### src/rtl/seq_detector_if.sv
// seq_detector_if -- serial-stream bundle for seq_detector.
//   en      : din is consumed only when high
//   din     : serial data bit
//   clr     : synchronous soft clear of search state and counter
//   match   : Mealy match flag (combinational)
//   match_q : match registered one cycle later
//   full    : window holds LEN-1 valid bits
//   count   : match counter (only with SEQ_DETECTOR_COUNT_EN defined)
// master = stream source/observer, slave = detector.
interface seq_detector_if #(
  parameter int unsigned CNT_W = 8
);
  logic en;
  logic din;
  logic clr;
  logic match;
  logic match_q;
  logic full;
`ifdef SEQ_DETECTOR_COUNT_EN
  logic [CNT_W-1:0] count;
`endif

  modport master (
    output en, din, clr,
    input  match, match_q, full
`ifdef SEQ_DETECTOR_COUNT_EN
    , input count
`endif
  );

  modport slave (
    input  en, din, clr,
    output match, match_q, full
`ifdef SEQ_DETECTOR_COUNT_EN
    , output count
`endif
  );
endinterface

### src/rtl/seq_detector.sv
// seq_detector -- serial bit-pattern detector with Mealy match output.
// Ports:
//   clk  : clock, all state updates on posedge
//   rst  : synchronous active-high reset (priority over clr and en)
//   bus  : seq_detector_if.slave (en, din, clr, match, match_q, full, count)
// Parameters: LEN (2..16), PATTERN (PATTERN[LEN-1] received first),
//   OVERLAP (1 = overlapping matches), CNT_W (match counter width).
// Optional feature: define SEQ_DETECTOR_COUNT_EN to build the saturating
//   match counter and its count port; without it no counter exists.
module seq_detector #(
  parameter int unsigned       LEN     = 4,
  parameter logic [LEN-1:0]    PATTERN = LEN'(4'b1011),
  parameter bit                OVERLAP = 1'b1,
  parameter int unsigned       CNT_W   = 8
) (
  input logic           clk,
  input logic           rst,
  seq_detector_if.slave bus
);

  localparam int unsigned FW = $clog2(LEN);

  logic [LEN-2:0] win;
  logic [FW-1:0]  fill;
  logic           match_c;
  logic           full_c;
  logic [LEN-1:0] shifted;
  logic           mq_r;

  always_comb begin
    shifted = {win, bus.din};
    full_c  = (fill == FW'(LEN - 1));
    // rst gates the Mealy term exactly like clr.
    match_c = ~rst & bus.en & ~bus.clr & full_c & (shifted == PATTERN);
  end

  always_ff @(posedge clk) begin
    if (rst || bus.clr) begin
      win  <= '0;
      fill <= '0;
      mq_r <= 1'b0;
    end else begin
      mq_r <= match_c;
      if (bus.en) begin
        win <= shifted[LEN-2:0];
        if (match_c && !OVERLAP)
          fill <= '0;
        else if (!full_c)
          fill <= fill + 1'b1;
      end
    end
  end

`ifdef SEQ_DETECTOR_COUNT_EN
  logic [CNT_W-1:0] cnt_r;

  always_ff @(posedge clk) begin
    if (rst || bus.clr)
      cnt_r <= '0;
    else if (match_c && (cnt_r != '1))
      cnt_r <= cnt_r + 1'b1;
  end

  assign bus.count = cnt_r;
`endif

  assign bus.match   = match_c;
  assign bus.match_q = mq_r;
  assign bus.full    = full_c;

endmodule

### src/flat_wrapper.sv
// flat-port wrapper written by rule: the top's interface ports become plain ports
module seq_detector_flat 
#(
  parameter int unsigned       LEN     = 4,
  parameter logic [LEN-1:0]    PATTERN = LEN'(4'b1011),
  parameter bit                OVERLAP = 1'b1,
  parameter int unsigned       CNT_W   = 8
)
  (clk, rst, bus_en, bus_din, bus_clr, bus_match, bus_match_q, bus_full);
  seq_detector_if #(.CNT_W(CNT_W)) bus_i ();
  input logic clk;
  input logic rst;
  input wire logic [$bits(bus_i.en)-1:0] bus_en;
  input wire logic [$bits(bus_i.din)-1:0] bus_din;
  input wire logic [$bits(bus_i.clr)-1:0] bus_clr;
  output wire logic [$bits(bus_i.match)-1:0] bus_match;
  output wire logic [$bits(bus_i.match_q)-1:0] bus_match_q;
  output wire logic [$bits(bus_i.full)-1:0] bus_full;
  assign bus_i.en = bus_en;
  assign bus_i.din = bus_din;
  assign bus_i.clr = bus_clr;
  assign bus_match = bus_i.match;
  assign bus_match_q = bus_i.match_q;
  assign bus_full = bus_i.full;
  seq_detector #(.LEN(LEN), .PATTERN(PATTERN), .OVERLAP(OVERLAP), .CNT_W(CNT_W)) u_core (.clk(clk), .rst(rst), .bus(bus_i));
endmodule
### config.mk
export PLATFORM = sky130hd
export DESIGN_NAME = seq_detector_flat
export DESIGN_NICKNAME = d
export VERILOG_FILES = /design/src/rtl/seq_detector_if.sv /design/src/rtl/seq_detector.sv /design/src/flat_wrapper.sv
export SDC_FILE = /design/constraint.sdc
export NUM_CORES = 1
export LEC_CHECK = 0
export CAP_MARGIN = 20
export CORE_AREA = 2 2 39 41
export DETAILED_ROUTE_END_ITERATION = 12
export DIE_AREA = 0 0 41 43
export PLACE_DENSITY_LB_ADDON = 0.12
export REMOVE_ABC_BUFFERS = 1
export SLEW_MARGIN = 20
export SYNTH_ARGS = -nofsm -noshare
export SYNTH_HDL_FRONTEND = slang
export SYNTH_SLANG_ARGS = --single-unit
### constraint.sdc
create_clock -name clk -period 2.2 [get_ports clk]
set_input_delay 0.22 -clock clk [delete_from_list [all_inputs] [get_ports clk]]
set_output_delay 0.22 -clock clk [all_outputs]
set_load 0.05 [all_outputs]
==> results of run 1 <==
==> cell families after synthesis <==
kind of cell               Yosys count  share of synthesized area
muxes                                3                      0.125
buffers and inverters                1                     0.0208
DFF                                  6                      0.500
xor gates and xnor gates             1                     0.0365
adders and majority gates            1                     0.0521
AOI/OAI and AO/OA                    1                     0.0208
and+or+nand+nor                     11                      0.245
==> critical path, cell delays in order, from the launching register on <==
cell and delay (ns):
dfxtp_1 0.34, ha_1 0.19, clkdlybuf4s50_1 0.81
==> metrics by stage <==
step / total power, mW / setup slack, ns / instances
global route: 0.246 / 0.341 / 49
floorplan: 0.124 / -0.0882 / 23
global placement: 0.133 / 0.527 / 46
finish: 0.235 / 0.397 / 49
CTS: 0.239 / 0.370 / 49
detailed placement: 0.134 / 0.517 / 46
==> flip-flops by register name, summed over array words and instances (netlist names) <==
name and cells:
u_core.win 3, u_core.fill 2, u_core.bus.match_q 1
==> power by group <==
part,total [mW],internal (mW),switching [mW]
clock,0.103,0.0618,0.0413
sequential,0.112,0.111,0.00131
combinational,0.0191,0.0115,0.00754
==> final timing paths <==
kind                         end  slack [ns]           start  cells past startpoint
setup / recovery        bus_full        0.40  u_core.fill[0]                      2
hold / removal     u_core.win[0]        0.49   u_core.win[0]                      2
setup reg to reg  u_core.fill[1]        1.07  u_core.fill[0]                      4
hold reg to reg    u_core.win[0]        0.49   u_core.win[0]                      2
==> cell usage after synthesis <==
library cell and number:
a21oi_1 1, and2b_2 1, buf_2 1, dfxtp_1 6, ha_1 1, mux2i_1 3
nand2_1 1, nand2b_1 1, nand4b_1 1, nor2_1 4, nor3_1 2, or2_1 1
xnor2_1 1
==> final cells by class <==
class | count | share of cell area
clock buffers | 3 | 0.0629
multi-input cells | 17 | 0.322
flip-flops and latches | 6 | 0.336
well taps | 16 | 0.0559
repair buffers | 7 | 0.224
==> placed cells by master, fill, tap and decap left out <==
master / synthesis / final
ha_1: 1 / 1
nor3_1: 2 / 2
and2b_2: 1 / 1
clkdlybuf4s50_1: 0 / 6
or2_1: 1 / 1
xnor2_1: 1 / 1
buf_12: 0 / 1
nand2b_1: 1 / 1
nand2_1: 1 / 1
dfxtp_1: 6 / 6
a21oi_1: 1 / 1
mux2i_1: 3 / 3
nor2_1: 4 / 4
clkbuf_4: 0 / 3
nand4b_1: 1 / 1
==> routing by layer <==
metal	track usage	share of wire
met1	0.0932	0.47
met2	0.0656	0.40
met4	0.0800	0
met5	0	0
met3	0.0314	0.13
==> metrics.csv, run 1 <==
stage,metric,value,unit
outcome,status,completed,
worst_setup_path,cp-start-kind,flip-flop,
sta,finalCritPeriodShare,0.820,
logic_synthesis,synthCells,24,
sta,finalCriticalPeriod,1.80,ns
cts,path_clk_slew,0.05,ns
hold_path,hold_class,flip-flop to flip-flop,
sta,rsz0062_at_grt,no,
logic_synthesis,ys_warn_count,0,
sta,tns,0,ns
cts,post_cts_resized,0,
logic_synthesis,syn-cell-area,240,sq um
grt,grt_pass1_wl,731,um
final_layout,utilization,0.259,
final_layout,antenna_cells,0,
cts,clk_path_buf_depth,2,
grt,gr-total-overflow,0,
grt,antenna_found_initial,0,
logic_synthesis,synth_top_area_cell,dfxtp_1,
grt,grt_pass1_vias,184,
final_layout,syn2layout_area_growth,49.0,%
floorplan,ioPinCount,8,
cts,h-tree-depth,1,
worst_setup_path,critPathCaptureType,output port,
logic_synthesis,synth.avg_cell_area,10.0,sq um
cts,cts.sinks,6,
logic_synthesis,yosysSeqAreaShare,0.500,
floorplan,start_util,0.174,
route,viasPerCell,4.10,
grt,grt_max_degree,8,
final_layout,postLayoutCellArea,358,sq um
final_layout,multi_input_area,115,sq um
logic_synthesis,ys_ff_latch,6,
sta,fin_worst_skew,0.00219,ns
cts,clockRootBuffer,clkbuf_4,
route,vias,201,
worst_setup_path,crit_fanout,3,
floorplan,die_x,41,um
logic_synthesis,synth_top_area_frac,0.500,
route,drt_iter0_markers,4,
cts,cts_tree,yes,
power,ir_drop,203,uV
sta,slew_viol_final,0,
sta,tightest_slew,0.490,ns
floorplan,coreArea,1380,sq um
job,maxCapViolations,0,
power,power_density,655,nW/um^2
sta,setup_viol,0,
final_layout,fillCellCount,144,
placement,port_buffers,7,
floorplan,die_area,1760,sq um
final_layout,drive_gt1_frac,0.152,
placement,gp_congestion,0.597,
worst_setup_path,critical_path_arrival,1.58,ns
logic_synthesis,ys_top_cells_by_area,"dfxtp_1, mux2i_1, nor2_1",
route,wl_per_cell,9.24,um
route,final_antenna_net_count,0,
cts,cts_setup_buffers,0,
floorplan,num_rows,14,
final_layout,seq_area,120,sq um
route,dr.pass1.iters,4,
worst_setup_path,cp.required,1.98,ns
route,drc_errors,0,
placement,postPlaceCellArea,335,sq um
sta,clock.fmax,0.555,GHz
final_layout,nets,41,
grt,track_usage,0.0683,
cts,cts_buffers,3,
logic_synthesis,yosysUniqueCellTypes,13,
route,drt_wl_total,453,um
cts,clk_latency,0.24,ns
cts,ctsHoldBuffers,0,
sta,finalHoldViolCount,0,
sta,timing.hold.ws,0.493,ns
power,leakage,0.137,nW
sta,slew_headroom,0.672,
floorplan,die_y,43,um
worst_setup_path,criticalPathCategory,flip-flop to output port,
Power figures use the tool's default switching activity.
==> inputs of run 2 (changes only) <==
==> constraint.sdc (replaced) <==
create_clock -name clk -period 1.8 [get_ports clk]
set_input_delay 0.18 -clock clk [delete_from_list [all_inputs] [get_ports clk]]
set_output_delay 0.18 -clock clk [all_outputs]
set_load 0.05 [all_outputs]
==> metrics.csv, run 2 (synthesis results as in run 1) <==
stage,metric,value,unit,change
grt,track_usage,0.0573,,was 0.0683
sta,finalHoldViolCount,0,,unchanged
sta,clock.fmax,0.634,GHz,
placement,gp_congestion,0.635,,was 0.597
cts,clockRootBuffer,clkbuf_4,,unchanged
placement,port_buffers,7,,unchanged
worst_setup_path,r2r-end,u_core.fill[1],,unchanged
floorplan,num_rows,14,,unchanged
worst_setup_path,r2r-start,u_core.fill[0],,unchanged
floorplan,die_x,41,um,unchanged
worst_setup_path,cp-start-kind,flip-flop,,unchanged
worst_setup_path,cp.required,1.62,ns,was 1.98 ns
grt,grt_max_degree,7,,was 8
worst_setup_path,path_buf_inv,1,,unchanged
outcome,status,completed,,unchanged
cts,cts_setup_buffers,0,,unchanged
floorplan,coreArea,1380,sq um,unchanged
route,final_antenna_net_count,0,,unchanged
sta,slew_viol_final,0,,unchanged
power,ir_drop,206,uV,was 203 uV
final_layout,largest_reg_flops,3,,unchanged
power,intPower,0.228,mW,was 0.184 mW
worst_setup_path,critPathCaptureType,output port,,unchanged
worst_setup_path,path_depth,4,,was 2
grt,gr-total-overflow,0,,unchanged
cts,ctsHoldBuffers,0,,unchanged
sta,setup_viol,0,,unchanged
placement,hpwl,355,um,
route,vias,204,,was 201
worst_setup_path,critical_path_arrival,1.40,ns,was 1.58 ns
hold_path,hold_class,flip-flop to flip-flop,,unchanged
route,drt_iter0_markers,2,,was 4
cts,cts_buffers,3,,unchanged
sta,slew_headroom,0.676,,was 0.672
floorplan,die_y,43,um,unchanged
final_layout,utilization,0.268,,was 0.259
cts,cts.sinks,6,,unchanged
route,drt_wl_total,437,um,was 453 um
final_layout,layout_common_cells,"dfxtp_1, clkdlybuf4s50_1, nor2_1",,"was clkdlybuf4s50_1, dfxtp_1, nor2_1"
sta,fin_worst_skew,0.00277,ns,was 0.00219 ns
cts,clk_path_buf_depth,2,,unchanged
hold_path,worstHoldStart,u_core.win[0],,unchanged
worst_setup_path,reg2reg_depth,4,,unchanged
sta,fin_ws,0.223,ns,was 0.397 ns
final_layout,top_register,u_core.win,,unchanged
cts,clk_latency,0.24,ns,about the same
power,total_power,0.284,mW,was 0.235 mW
power,switching_share,0.196,,was 0.214
route,viasPerCell,4.00,,was 4.10
route,dr.pass1.iters,2,,was 4
final_layout,antenna_cells,0,,unchanged
final_layout,mostFrequentLayoutCell,dfxtp_1,,
cts,cts_tree,yes,,unchanged
worst_setup_path,crit_chain,"ha_1, nand4b_1, nor3_1, buf_12",,"was ha_1, clkdlybuf4s50_1"
cts,path_clk_slew,0.04,ns,was 0.05 ns
route,wl_per_cell,8.57,um,was 9.24 um
grt,grt_pass1_wl,600,um,was 731 um
worst_setup_path,crit_family,simple AND/OR/NAND/NOR gates,,was buffers and inverters
hold_path,min_to,u_core.win[0],,unchanged
worst_setup_path,slowest_delay,0.34,ns,was 0.81 ns
power,combinationalPowerShare,0.093,,was 0.081
sta,finalCritPeriodShare,0.876,,
power,power_frac_clock,0.421,,was 0.440
floorplan,ioPinCount,8,,unchanged
power,p_seq_frac,0.485,,was 0.479
cts,post_cts_resized,0,,unchanged
grt,grt_pass1_vias,154,,was 184
grt,antenna_found_initial,0,,unchanged
sta,rsz0062_at_grt,no,,unchanged
worst_setup_path,criticalPathCategory,flip-flop to output port,,unchanged
worst_setup_path,r2r_slack,0.66,ns,was 1.07 ns
floorplan,die_area,1760,sq um,unchanged
cts,h-tree-depth,1,,unchanged
job,maxCapViolations,0,,unchanged
power,power.switching,0.0556,mW,was 0.0501 mW
final_layout,drive_gt1_frac,0.229,,was 0.152
power,power_density,766,nW/um^2,was 655 nW/um^2
power,leakage,0.149,nW,was 0.137 nW
worst_setup_path,critPathLaunch,u_core.fill[0],,unchanged
route,drc_errors,0,,unchanged
final_layout,nets,43,,was 41
hold_path,min_path_cells,2,,unchanged
final_layout,syn2layout_area_growth,54.2,%,was 49.0%
sta,tightest_slew,0.485,ns,was 0.490 ns
worst_setup_path,slowest_stage,dfxtp_1,,was clkdlybuf4s50_1
sta,finalCriticalPeriod,1.58,ns,
floorplan,start_util,0.174,,unchanged
worst_setup_path,crit_fanout,3,,unchanged
placement,dpl_worst_slack,0.264,ns,was 0.517 ns
## run 2: cell count changes in the layout (fill, tap and decap cells not counted), sizes merged
cell	before	now
clkdlybuf4s50	6	5
buf	1	4
## run 2: layout make-up
type                    count  area (sq um)
clock buffers               3          22.5
fillers                   153          1010
multi-input cells          17           115
flip-flops and latches      6           120
well taps                  16          20.0
repair buffers              9          92.6
## run 2: power by group through the flow
stage                     logic (mW)  clock network (mW)  registers [mW]
after detailed placement      0.0266                   0           0.140
after CTS                     0.0269               0.125           0.138
after global routing          0.0286               0.131           0.138
after global placement        0.0261                   0           0.140
final                         0.0264               0.119           0.138
after floorplan               0.0114                   0           0.140
## run 2: worst max-delay path by stage
stage                endpoint  slack [ns]
floorplan           bus_match       -0.45
global placement    bus_match        0.24
detailed placement  bus_match        0.26
CTS                 bus_match        0.20
global route        bus_match        0.16
finish              bus_match        0.22
## run 2: tightest hold or removal path: stages (launching register included)
cell and delay, ns:
dfxtp_1 0.32, nand2b_1 0.07, a21oi_1 0.06
## run 2: stage by stage
step / hold WS [ns] / cell area [sq um] / cells / TNS [ns]
final: 0.489 / 370 / 51 / 0
after global routing: 0.509 / 370 / 51 / 0
after CTS: 0.488 / 370 / 51 / 0
after detailed placement: 0.481 / 348 / 48 / 0
after global placement: 0.480 / 348 / 48 / 0
after floorplan: 0.331 / 235 / 23 / -0.448
## run 2: routing by layer
layer | share of wire | global-route usage
met5 | 0 | 0
met4 | 0.037 | 0.0800
met3 | 0.11 | 0.0314
met2 | 0.38 | 0.0625
met1 | 0.47 | 0.0613
==> inputs of run 3 (changes only) <==
--- a/config.mk
+++ b/config.mk
@@ -9,6 +9,7 @@
 export CORE_AREA = 2 2 39 41
 export DETAILED_ROUTE_END_ITERATION = 12
 export DIE_AREA = 0 0 41 43
+export GPL_TIMING_DRIVEN = 0
 export PLACE_DENSITY_LB_ADDON = 0.12
 export REMOVE_ABC_BUFFERS = 1
 export SLEW_MARGIN = 20
==> metrics.csv, run 3 (synthesis results as in run 1) <==
stage,metric,value,unit,change
cts,ctsHoldBuffers,0,,unchanged
route,vias,184,,was 204
sta,finalCriticalPeriod,1.59,ns,was 1.58 ns
worst_setup_path,critPathCaptureType,output port,,unchanged
worst_setup_path,critPathLaunch,bus_clr,,was u_core.fill[0]
floorplan,die_y,43,um,unchanged
worst_setup_path,critical_path_arrival,1.41,ns,was 1.40 ns
cts,clk_path_buf_depth,2,,unchanged
power,combinationalPowerShare,0.082,,was 0.093
sta,setup_viol,0,,unchanged
floorplan,die_x,41,um,unchanged
job,maxCapViolations,0,,unchanged
grt,track_usage,0.0641,,was 0.0573
sta,fin_worst_skew,0.0108,ns,was 0.00277 ns
grt,grt_max_degree,8,,was 7
final_layout,layout_common_cells,"dfxtp_1, clkdlybuf4s50_1, nor2_1",,unchanged
sta,finalCritPeriodShare,0.886,,was 0.876
placement,port_buffers,7,,unchanged
route,drt_iter0_markers,0,,was 2
route,final_antenna_net_count,0,,unchanged
power,power.switching,0.0600,mW,was 0.0556 mW
outcome,status,completed,,unchanged
floorplan,start_util,0.174,,unchanged
final_layout,final-instance-count-excl-fill,49,,was 51
route,dr.pass1.iters,1,,was 2
power,p_seq_frac,0.482,,was 0.485
route,drt_wl_total,468,um,was 437 um
final_layout,largest_reg_flops,3,,unchanged
placement,dp.cells,46,,was 48
cts,clockRootBuffer,clkbuf_4,,unchanged
grt,grt_pass1_wl,662,um,was 600 um
sta,clock.fmax,0.627,GHz,was 0.634 GHz
hold_path,hold_class,flip-flop to flip-flop,,unchanged
worst_setup_path,crit_end,bus_match,,unchanged
route,drc_errors,0,,unchanged
sta,slew_headroom,0.675,,was 0.676
power,intPower,0.225,mW,was 0.228 mW
power,power_frac_clock,0.436,,was 0.421
final_layout,multi_input_area,115,sq um,unchanged
power,total_power,0.285,mW,was 0.284 mW
final_layout,fillCellCount,158,,was 153
route,wl_per_cell,9.55,um,was 8.57 um
sta,tightest_slew,0.486,ns,was 0.485 ns
worst_setup_path,r2r-end,u_core.fill[1],,unchanged
floorplan,num_rows,14,,unchanged
worst_setup_path,r2r-start,u_core.fill[0],,unchanged
cts,cts_buffers,3,,unchanged
sta,timing.hold.ws,0.499,ns,was 0.489 ns
power,leakage,0.139,nW,was 0.149 nW
final_layout,top_register,u_core.win,,unchanged
worst_setup_path,crit_fanout,7,,was 3
worst_setup_path,cp-start-kind,primary input,,was flip-flop
sta,rsz0062_at_grt,no,,unchanged
worst_setup_path,criticalPathCategory,primary input to output port,,was flip-flop to output port
route,viasPerCell,3.76,,was 4.00
final_layout,syn2layout_area_growth,42.2,%,was 54.2%
placement,gp_congestion,0.603,,was 0.635
cts,h-tree-depth,1,,unchanged
sta,slew_viol_final,0,,unchanged
floorplan,ioPinCount,8,,unchanged
cts,cts.sinks,6,,unchanged
worst_setup_path,cp.required,1.62,ns,about the same
worst_setup_path,reg2reg_depth,4,,unchanged
cts,path_clk_slew,0.04,ns,about the same
power,power_density,835,nW/um^2,was 766 nW/um^2
grt,antenna_found_initial,0,,unchanged
worst_setup_path,r2r_slack,0.67,ns,was 0.66 ns
final_layout,nets,41,,was 43
sta,finalHoldViolCount,0,,unchanged
final_layout,utilization,0.247,,was 0.268
placement,postPlaceCellArea,325,sq um,was 348 sq um
final_layout,mostFrequentLayoutCell,dfxtp_1,,unchanged
power,ir_drop,282,uV,was 206 uV
final_layout,antenna_cells,0,,unchanged
grt,gr-total-overflow,0,,unchanged
cts,cts_tree,yes,,unchanged
grt,grt_pass1_vias,167,,was 154
cts,clk_latency,0.25,ns,was 0.24 ns
floorplan,coreArea,1380,sq um,unchanged
final_layout,drive_gt1_frac,0.152,,was 0.229
floorplan,die_area,1760,sq um,unchanged
final_layout,postLayoutCellArea,342,sq um,was 370 sq um
power,switching_share,0.210,,was 0.196
final_layout,seq_area,120,sq um,unchanged
==> run 3: cell count changes in the layout (fill, tap and decap cells not counted), sizes merged <==
cell	delta
buf	-4
dlygate4sd2	+1
clkbuf	+1
==> run 3: final cells by class <==
| class | instances | share of cell area |
|---|---|---|
| Multi-Input combinational cell | 17 | 0.337 |
| Sequential cell | 6 | 0.352 |
| Timing Repair Buffer | 7 | 0.187 |
| Clock buffer | 3 | 0.0659 |
| Tap cell | 16 | 0.0586 |
==> run 3: layer usage <==
metal | track usage | vias up | wire, um
met5 | 0 | - | 0
met4 | 0.0800 | 0 | 0
met3 | 0.0314 | 0 | 53
met2 | 0.0656 | 8 | 179
met1 | 0.0799 | 77 | 236
li1 | - | 99 | -
==> run 3: power groups by stage <==
stage	registers, mW	logic [mW]	clock network (mW)
2_1_floorplan	0.140	0.0114	0
4_1_cts	0.138	0.0237	0.133
3_3_place_gp	0.140	0.0226	0
6_report	0.138	0.0233	0.124
5_1_grt	0.138	0.0254	0.138
3_5_place_dp	0.140	0.0234	0
==> run 3: worst max-delay path: stages <==
cell	delay, ns
clkdlybuf4s50_1	0.39
or2_1	0.32
nor3_1	0.22
clkbuf_2	0.31
==> run 3: worst min path at each step <==
stage | slack [ns] | depth (start not counted) | endpoint | startpoint
3_3_place_gp | 0.48 | 2 | u_core.fill[1] | u_core.fill[1]
2_1_floorplan | 0.33 | 2 | u_core.win[2] | bus_en
3_5_place_dp | 0.49 | 2 | u_core.win[0] | u_core.win[0]
4_1_cts | 0.50 | 2 | u_core.win[0] | u_core.win[0]
5_1_grt | 0.52 | 2 | u_core.win[0] | u_core.win[0]
6_report | 0.50 | 2 | u_core.win[0] | u_core.win[0]
==> run 3: stage by stage <==
stage               TNS, ns  setup WS, ns
floorplan            -0.448        -0.448
global placement     -0.293        -0.293
detailed placement   -0.305        -0.305
CTS                       0       0.00133
global route              0         0.127
finish                    0         0.205
==> run 3: timing repair <==
item	4_1_cts	5_1_grt
pin swaps	0	0
gates cloned	0	0
endpoints found under the setup margin	2	1
resized for setup	3	2
setup buffers	0	0
